## config.mk

```make
export PLATFORM = sky130hd
export DESIGN_NAME = regfile_wb_arbiter
export DESIGN_NICKNAME = d
export VERILOG_FILES = /design/src/rtl/regfile_wb_arbiter_pkg.sv /design/src/rtl/wb_scoreboard.sv /design/src/rtl/regfile_wb_arbiter.sv
export SDC_FILE = /design/constraint.sdc
export NUM_CORES = 1
export LEC_CHECK = 0
export ABC_AREA = 1
export CAP_MARGIN = 20
export CELL_PAD_IN_SITES_DETAIL_PLACEMENT = 1
export CELL_PAD_IN_SITES_GLOBAL_PLACEMENT = 1
export CORE_MARGIN = 2
export CORE_UTILIZATION = 34
export CTS_BUF_LIST = sky130_fd_sc_hd__clkbuf_8
export DETAILED_ROUTE_END_ITERATION = 16
export GPL_TIMING_DRIVEN = 0
export PLACE_DENSITY_LB_ADDON = 0.08
export SETUP_SLACK_MARGIN = 0.02
export SLEW_MARGIN = 20
export SYNTH_ARGS = -nofsm -noshare
export SYNTH_HDL_FRONTEND = slang
export SYNTH_SLANG_ARGS = --single-unit
```

## constraint.sdc

```tcl
create_clock -name clk -period 2.4 [get_ports clk]
set_input_delay 0.6 -clock clk [delete_from_list [all_inputs] [get_ports clk]]
set_output_delay 0.6 -clock clk [all_outputs]
set_load 0.1 [all_outputs]
```

## src/rtl/regfile_wb_arbiter_pkg.sv

```systemverilog
// Shared widths, register-index helpers and writeback types for the regfile writeback path.
// Pure declarations; no timing or flow-control behaviour of its own.
package regfile_wb_arbiter_pkg;

  localparam int XPR_LEN        = 32;
  localparam int REG_ADDR_WIDTH = 5;
  localparam int NUM_REGS       = 2 ** REG_ADDR_WIDTH;
  localparam int STARVE_W       = 4;

  typedef logic [REG_ADDR_WIDTH-1:0] reg_idx_t;
  typedef logic [XPR_LEN-1:0]        xpr_t;

  localparam reg_idx_t X0 = '0;

  // One registered write toward the register file.
  typedef struct packed {
    logic     en;
    reg_idx_t addr;
    xpr_t     data;
  } wb_req_t;

  typedef enum logic [1:0] {
    GNT_NONE = 2'd0,
    GNT_ALU  = 2'd1,
    GNT_LD   = 2'd2
  } gnt_e;

  function automatic logic is_x0(input reg_idx_t idx);
    return idx == X0;
  endfunction

endpackage

```

## src/rtl/wb_scoreboard.sv

```systemverilog
// Pending-load bit per register: set on load issue, cleared on load writeback; x0 never marked.
// Reads are combinational from current state (no bypass); updates land next cycle; never stalls.
module wb_scoreboard
  import regfile_wb_arbiter_pkg::*;
(
  input  logic     clk,
  input  logic     rst_n,
  input  logic     set_en,
  input  reg_idx_t set_idx,
  input  logic     clr_en,
  input  reg_idx_t clr_idx,
  input  reg_idx_t rd1_idx,
  input  reg_idx_t rd2_idx,
  input  reg_idx_t iss_idx,
  input  reg_idx_t alu_idx,
  output logic     rd1_busy,
  output logic     rd2_busy,
  output logic     iss_busy,
  output logic     alu_busy
);

  logic [NUM_REGS-1:0] sb_q;
  logic [NUM_REGS-1:0] sb_d;

  // Set is applied after clear so a same-cycle reissue keeps the register outstanding.
  always_comb begin
    sb_d = sb_q;
    if (clr_en) begin
      sb_d[clr_idx] = 1'b0;
    end
    if (set_en && !is_x0(set_idx)) begin
      sb_d[set_idx] = 1'b1;
    end
    sb_d[X0] = 1'b0;
  end

  always_ff @(posedge clk or negedge rst_n) begin
    if (!rst_n) begin
      sb_q <= '0;
    end else begin
      sb_q <= sb_d;
    end
  end

  assign rd1_busy = sb_q[rd1_idx] && !is_x0(rd1_idx);
  assign rd2_busy = sb_q[rd2_idx] && !is_x0(rd2_idx);
  assign iss_busy = sb_q[iss_idx] && !is_x0(iss_idx);
  assign alu_busy = sb_q[alu_idx];

endmodule

```

## src/rtl/regfile_wb_arbiter.sv

```systemverilog
// Arbitrates ALU and load-return writebacks onto the single regfile write port; write lands 1 cycle after grant.
// Loser sees ready=0 and must hold; loads win by default, ALU forced through after STARVE_LIMIT lost cycles.
module regfile_wb_arbiter
  import regfile_wb_arbiter_pkg::*;
#(
  parameter int unsigned STARVE_LIMIT = 4
) (
  input  logic                      clk,
  input  logic                      rst_n,
  input  logic                      alu_valid,
  output logic                      alu_ready,
  input  logic [REG_ADDR_WIDTH-1:0] alu_rd,
  input  logic [XPR_LEN-1:0]        alu_data,
  input  logic                      ld_valid,
  output logic                      ld_ready,
  input  logic [REG_ADDR_WIDTH-1:0] ld_rd,
  input  logic [XPR_LEN-1:0]        ld_data,
  input  logic                      ld_issue,
  input  logic [REG_ADDR_WIDTH-1:0] ld_issue_rd,
  output logic                      ld_issue_ready,
  input  logic [REG_ADDR_WIDTH-1:0] rs1_addr,
  input  logic [REG_ADDR_WIDTH-1:0] rs2_addr,
  output logic                      rs1_busy,
  output logic                      rs2_busy,
  output logic                      rf_write_en,
  output logic [REG_ADDR_WIDTH-1:0] rf_write_addr,
  output logic [XPR_LEN-1:0]        rf_write_data
);

  localparam logic [STARVE_W-1:0] STARVE_MAX = STARVE_W'(STARVE_LIMIT);

  logic                alu_pending_load;
  logic                iss_busy;
  logic                alu_elig;
  logic                ld_elig;
  gnt_e                gnt_sel;
  logic                alu_gnt;
  logic                ld_gnt;
  logic [STARVE_W-1:0] starve_q;
  logic [STARVE_W-1:0] starve_d;
  wb_req_t             wb_q;
  wb_req_t             wb_d;

  wb_scoreboard u_scoreboard (
    .clk      (clk),
    .rst_n    (rst_n),
    .set_en   (ld_issue && ld_issue_ready),
    .set_idx  (ld_issue_rd),
    .clr_en   (ld_gnt),
    .clr_idx  (ld_rd),
    .rd1_idx  (rs1_addr),
    .rd2_idx  (rs2_addr),
    .iss_idx  (ld_issue_rd),
    .alu_idx  (alu_rd),
    .rd1_busy (rs1_busy),
    .rd2_busy (rs2_busy),
    .iss_busy (iss_busy),
    .alu_busy (alu_pending_load)
  );

  assign ld_issue_ready = !iss_busy;

  // An ALU result may not overtake an outstanding load to the same register.
  assign alu_elig = alu_valid && !alu_pending_load;
  assign ld_elig  = ld_valid;

  always_comb begin
    gnt_sel = GNT_NONE;
    if (alu_elig && (!ld_elig || (starve_q == STARVE_MAX))) begin
      gnt_sel = GNT_ALU;
    end else if (ld_elig) begin
      gnt_sel = GNT_LD;
    end
  end

  assign alu_gnt   = (gnt_sel == GNT_ALU);
  assign ld_gnt    = (gnt_sel == GNT_LD);
  assign alu_ready = alu_gnt;
  assign ld_ready  = ld_gnt;

  always_comb begin
    starve_d = '0;
    if (alu_elig && !alu_gnt) begin
      starve_d = (starve_q == STARVE_MAX) ? starve_q : starve_q + 1'b1;
    end
  end

  // Grants to x0 complete the handshake but never raise the write enable.
  always_comb begin
    wb_d      = wb_q;
    wb_d.en   = 1'b0;
    case (gnt_sel)
      GNT_ALU: begin
        wb_d.en   = !is_x0(alu_rd);
        wb_d.addr = alu_rd;
        wb_d.data = alu_data;
      end
      GNT_LD: begin
        wb_d.en   = !is_x0(ld_rd);
        wb_d.addr = ld_rd;
        wb_d.data = ld_data;
      end
      default: ;
    endcase
  end

  always_ff @(posedge clk or negedge rst_n) begin
    if (!rst_n) begin
      starve_q <= '0;
      wb_q     <= '0;
    end else begin
      starve_q <= starve_d;
      wb_q     <= wb_d;
    end
  end

  assign rf_write_en   = wb_q.en;
  assign rf_write_addr = wb_q.addr;
  assign rf_write_data = wb_q.data;

endmodule

```

==> results of run 1 <==
## cell families after synthesis
kind of cell | Yosys count
DFF | 73
xor gates and xnor gates | 2
buffers and inverters | 100
AOI/OAI and AO/OA | 89
adders and majority gates | 2
and+or+nand+nor | 464
## final cells by class
class | count | share of cell area (%)
multi-input combinational | 557 | 37.5
clock buffer | 9 | 1.70
tap | 180 | 3.09
timing repair buffer | 193 | 24.4
sequential | 73 | 25.2
buffer | 38 | 4.03
clock inverter | 7 | 0.635
inverter | 61 | 3.47
## registers in the layout (all words and copies together), names as in the netlist
register,count
rf_write_en,1
rf_write_addr,5
u_scoreboard.sb_q,31
starve_q,4
rf_write_data,32
## worst register-to-register path: stages (launching register included)
cell	delay (ns)
dfrtp_1	0.44
buf_4	0.18
nand2_1	0.06
o21ai_0	0.07
o21ai_0	0.26
nand2_1	0.11
inv_1	0.09
nand3_2	0.11
buf_4	0.15
buf_4	0.12
nor2_2	0.17
buf_2	0.27
nand3_1	0.12
nand2_1	0.10
## through the flow
step	hold slack [ns]	setup WS [ns]	util, %	total power (uW)	setup TNS [ns]
2_1_floorplan	0.304	-0.251	-	2890	-0.251
3_3_place_gp	0.461	-2.09	46.2	3560	-186.09
3_5_place_dp	0.462	-1.83	46.4	3610	-37.58
4_1_cts	0.144	-0.225	51.4	4720	-0.439
5_1_grt	0.147	-0.353	52.7	5110	-1.36
6_report	0.143	-0.293	52.7	4880	-0.861
## how the worst max path moves through the flow
stage,startpoint,end,slack [ns],cells after the start
2_1_floorplan,alu_rd[1],ld_ready,-0.25,14
3_3_place_gp,rst_n,rf_write_data[7],-2.09,1
3_5_place_dp,alu_rd[0],ld_ready,-1.83,14
4_1_cts,u_scoreboard.sb_q[17],ld_ready,-0.23,14
5_1_grt,u_scoreboard.sb_q[6],ld_ready,-0.35,14
6_report,u_scoreboard.sb_q[6],ld_ready,-0.29,14
## power by group
part           internal [uW]  total (uW)  leakage (uW)  switching (uW)
Sequential              1450        1680      0.000892             230
Combinational            744        2300       0.00251            1560
Clock                    375         896     0.0000872             521
## cells in the final DEF (no fill, tap or decap), types with 2 or more instances in the layout
| cell | Yosys | routed |
|---|---|---|
| nand2_1 | 221 | 215 |
| nand3_1 | 174 | 172 |
| clkdlybuf4s50_1 | 0 | 74 |
| dfrtp_1 | 73 | 64 |
| buf_4 | 4 | 58 |
| nor2_1 | 54 | 46 |
| dlygate4sd2_1 | 0 | 43 |
| inv_1 | 55 | 30 |
| o21ai_1 | 3 | 25 |
| inv_2 | 5 | 23 |
| o21ai_0 | 45 | 22 |
| a21oi_1 | 26 | 20 |
| clkbuf_8 | 0 | 18 |
| buf_2 | 14 | 17 |
| buf_6 | 2 | 9 |
| dfrtp_2 | 0 | 9 |
| nor2_2 | 1 | 8 |
| nor3_4 | 0 | 7 |
| o211ai_1 | 6 | 6 |
| a21oi_2 | 0 | 6 |
| inv_4 | 0 | 5 |
| clkbuf_1 | 15 | 5 |
| clkinvlp_4 | 0 | 5 |
| buf_12 | 0 | 5 |
| nand2_2 | 1 | 4 |
| buf_1 | 4 | 4 |
| clkbuf_4 | 0 | 4 |
| nand2_4 | 0 | 3 |
| o22ai_1 | 3 | 3 |
| nand3_2 | 0 | 2 |
| nand4_1 | 2 | 2 |
| ha_1 | 2 | 2 |
| clkinv_2 | 0 | 2 |
| inv_6 | 0 | 2 |
## routing by layer
metal / global-route usage [%] / vias up / routed length, um
met5: 0 / - / 0
met1: 39.2 / 2993 / 9450
met4: 8.48 / 0 / 459
li1: - / 2813 / -
met2: 48.2 / 212 / 10600
met3: 4.51 / 38 / 1310
## timing repair
| item | in CTS | in global routing |
|---|---|---|
| hold buffers | 0 | 0 |
| pin swaps | 29 | 14 |
| buffers inserted | 33 | 20 |
| gates cloned | 5 | 0 |
| endpoints found under the setup margin | 104 | 5 |
| resized for setup | 256 | 27 |
==> run metrics, run 1 <==
final worst path period share 112%; dpl cell area 6410 um^2; average wire per standard cell between 15 and 20 um; fin. max-slew vios 0; simple-gate share of the synthesized area 41.9%; highest clock rate 371 MHz; routed wire length 21.8 mm; Top Ports 137; pin count of the biggest net entering global routing between 50 and 60; R2R Path Start u_scoreboard.sb_q[9]; Pleak between 0.003 and 0.004 uW; Mapped Cells 730; Syn-to-layout area delta 52.7%; Tmin final 2.69 ns; cell taking the most area after synthesis dfrtp_1; failing checks negative setup slack; fin nets 1,029; post-synth cell types 31; worst skew pair latency ~0.38 ns; synthesized flop and latch total 73; IO Port Bufs 134; Crit. End Element primary output; count leader, synth nand2_1; DRT antenna net count 0; final cell count without fillers 1,118; Max Cap Violations 0; clk slew on worst S/H paths 0.08 ns; Root Driver clkbuf_8; Synth Area in Adders 0.524%; Max stage delay on crit path about 0.42 ns; Setup-failing EPs final 5; CTS tree built; syn avg cell area 6.54 um^2; RSZ-0062 raised after global routing true; DRC viols 0; critical-path cell list inv_2, nand2_1, nand3_1, nand2_1, nand2_1, nand2_1, inv_2, nand2_2, nand2_2, nand4_4, buf_6, nand2_4, clkinvlp_4, buf_12; Global Route Usage Sum 29.0%; design area 7290 um^2; first-pass GRT wire length 33.1 mm; Post-synth EDFFs 0; outcome finished with violations; Die H 123 um; mapped cell area 4780 um^2; Most common cell on crit path nand2_1; vias per cell 5.42; commonest cells in the netlist nand2_1, nand3_1, dfrtp_1; Synth Area in XOR/XNOR 0.367%; Hold Crit Class in -> async; crit-path leading delay family simple AND/OR/NAND/NOR gates; Slowest-stage cell, CP dfrtp_1; final setup margin -0.293 ns; compound-gate portion of the synthesized area 10.1%; initial DRC count 414; Seq/Total Area, Yosys between 30% and 40%; top_reg_cell synth dfrtp_1; diodes inserted 0; final setup skew 0.0118 ns; antenna violations before repair 0; Core Region 13,800 um^2; cell area power density 669 nW/um^2; FF+latch area 1840 um^2; Starting Density ~35%; RD Place Congestion 0.858; layout cell share with drive strength beyond 1 21.3%; CTS sink cnt 73; main combinational cell family by area after synthesis simple AND/OR/NAND/NOR gates; Bufs and invs on worst path 5; Setup CP Type reg -> out; worst path required time 1.80 ns; relative slew slack 33.3%; CTS max path bufs 2; Post-DP HPWL about 15 mm; VDD IR max 0.456 mV; TritonCTS Buffers 9; asr flop ratio synth 100%; Synth Net Count 826; CP max FO 3; Die ar. 15,000 um^2; FF-to-FF path depth 13; R2R Path End u_scoreboard.sb_q[21]; num rows 43; vias in the first global route ~6,000; top post-synthesis cells by area dfrtp_1, nand3_1, nand2_1, o21ai_0, inv_1; startpoint types flip-flop; area occupied by multi-input gates 2730 um^2; worst slew pin tran 1.01 ns; final hold vios 0; H-Tree Depth 3; drt pass-1 iters 5; mux contribution to synthesized area 0%; critical path data arrival time 2.09 ns; synth warn 0; Die W 123 um; reg2reg setup slack 0.08 ns; fill cell count between 1,500 and 2,000; placed cells 1,045; Synth top area share 38.2%; total congestion overflow 0; vias between 6,000 and 7,000
(Power assumes the default switching activity.)
==> run 2, diff against run 1 <==
--- a/config.mk
+++ b/config.mk
@@ -16,4 +16,5 @@
 export GPL_TIMING_DRIVEN = 0
 export PLACE_DENSITY_LB_ADDON = 0.08
+export REMOVE_ABC_BUFFERS = 1
 export SETUP_SLACK_MARGIN = 0.02
 export SLEW_MARGIN = 20
==> constraint.sdc (replaced) <==
create_clock -name clk -period 2.4 [get_ports clk]
set_input_delay 0.6 -clock clk [delete_from_list [all_inputs] [get_ports clk]]
set_output_delay 0.6 -clock clk [all_outputs]
set_load 0.005 [all_outputs]
==> run 2 against run 1 <==
Net effect:
- the flow still finishes with violations (negative setup slack)
- sequential power decreased by 3%
- register-to-register slack barely moved
- hold slack worse by 0.0031 ns
- die area did not move
- combinational power down 24%
- wire length up 2.3%
- design area rose by 2.1%
- critical path depth down 2
- critical path type is now in -> out
- critical endpoint unchanged
==> run metrics, run 2 (synthesis gave the netlist of run 1 again) <==
fin nets 1,007; Global Route Usage Sum between 20% and 30%; worst path required time 1.80 ns; Die H 123 um; startpoint types input pin; critical path data arrival time 1.89 ns; average wire per standard cell 20.3 um; Pleak 0.00343 uW; TritonCTS Buffers 9; CTS sink cnt 73; Min Hold Slack 0.140 ns; Tmin final 2.49 ns; failing checks negative setup slack; Die ar. about 15,000 um^2; dpl cell area 6250 um^2; outcome finished with violations; num rows 43; relative slew slack 50.8%; TNS Setup -0.171 ns; vias per cell 5.52; antenna violations before repair 0; Root Driver clkbuf_8; commonest non-fill, non-tap cells in the layout nand2_1, nand3_1, clkdlybuf4s50_1; final hold vios 0; CTS tree built; cell area power density 620 nW/um^2; routed wire length roughly 22 mm; Largest register FFs 32; Max Cap Violations 0; reg2reg setup slack 0.09 ns; final worst path period share 104%; overall power 4610 uW; vias 6,053; total congestion overflow 0; RSZ-0062 raised after global routing true; R2R Path End u_scoreboard.sb_q[2]; CTS max path bufs 2; Sw Pwr about 1700 uW; pin count of the biggest net entering global routing 67; DRT antenna net count 0; first-pass GRT wire length ~33 mm; highest clock rate 401 MHz; VDD IR max 0.346 mV; design internal power 2960 uW; Net Sw Frac 35.8%; layout cell share with drive strength beyond 1 20.6%; R2R Path Start u_scoreboard.sb_q[22]; Crit. End Element primary output; design area 7440 um^2; vias in the first global route 6,015; drt pass-1 iters 5; H-Tree Depth 3; FF-to-FF path depth 11; worst slew pin tran around 0.74 ns; clock power share 27.0%; Starting Density 34.5%; hold_buf cts 0; Top Ports between 100 and 150; Syn-to-layout area delta 55.8%; Setup-failing EPs final 2; DRC viols 0; IO Port Bufs between 100 and 150; diodes inserted 0; Hold Crit Class in -> async; Reg power frac a little over a third; CP max FO 23; Setup CP Type in -> out; initial DRC count 352; Place WS -2.87 ns; fin. max-slew vios 0; final setup skew 0.0163 ns; Post-DP HPWL 13.7 mm; RD Place Congestion 0.905; clk slew on worst S/H paths ~0.09 ns; combinational power share 37.7%; final setup margin -0.0940 ns; most common cell after layout, fill and taps aside nand2_1; Core Region 13,800 um^2; Die W 123 um; worst skew pair latency about 0.38 ns
[run 2: cell count changes in the layout (fill, tap and decap cells not counted), sizes merged, moves of 2 or more]
cell,delta
dlygate4sd2,-39
clkdlybuf4s50,+38
clkbuf,-15
buf,-14
bufbuf,+3
bufinv,+3
clkinv,-3
inv,+2
[run 2: repair_timing]
action,4_1_cts,5_1_grt
gates cloned,7,2
pin swaps,27,31
endpoints found under the setup margin,78,36
resized for setup,210,42
endpoints found under the hold margin,0,0
buffers inserted,58,5
[run 2: routing by layer]
metal  global-route usage, %  share of wire (%)  wire (um)  up-vias
li1                        -                  -          -     2778
met1                    38.8                 42       9470     3014
met2                    48.3                 49      11000      227
met3                    4.55                6.2       1380       34
met4                    8.12                1.9        419        0
met5                       0                  0          0        -
[run 2: worst max path at each step]
| stage | start | end | slack [ns] | cells after the start |
|---|---|---|---|---|
| 5_1_grt | u_scoreboard.sb_q[20] | ld_ready | -0.18 | 14 |
| 3_3_place_gp | ld_valid | alu_ready | -4.18 | 5 |
| 2_1_floorplan | alu_rd[0] | alu_ready | -0.46 | 11 |
| 6_report | alu_rd[0] | ld_ready | -0.09 | 12 |
| 4_1_cts | u_scoreboard.sb_q[18] | alu_ready | -0.11 | 14 |
| 3_5_place_dp | alu_rd[0] | alu_ready | -2.87 | 11 |
[run 2: critical path, stage by stage]
cell and delay, ns:
buf_12 0.15, nor2_4 0.07, a21oi_1 0.15, nand3_1 0.13
nand3_1 0.13, nand2_2 0.10, nand2_4 0.08, nand4_4 0.11
buf_12 0.15, nand2_4 0.05, inv_2 0.04, buf_6 0.10
[run 2: stage by stage]
stage / instances / util (%)
4_1_cts: 1091 / 53.0
2_1_floorplan: 691 / -
3_3_place_gp: 1007 / 44.6
3_5_place_dp: 1010 / 45.2
5_1_grt: 1096 / 53.8
6_report: 1096 / 53.8
[run 2: area by class of cell]
type / count / area [um^2]
clock buffers: 10 / 138
clock inverters: 6 / 106
fillers: 1745 / 6380
inverters: 61 / 278
multi-input cells: 559 / 2790
flip-flops and latches: 73 / 1830
well taps: 180 / 225
repair buffers: 204 / 2050
repair inverters: 3 / 25.0
[run 2: power groups by stage]
stage	Clock, uW	Sequential, uW	Combinational (uW)
after global routing	1320	1650	1870
after CTS	1260	1620	1610
after detailed placement	0	1680	1230
final	1240	1630	1740
after global placement	0	1660	1170
after floorplan	0	1600	561
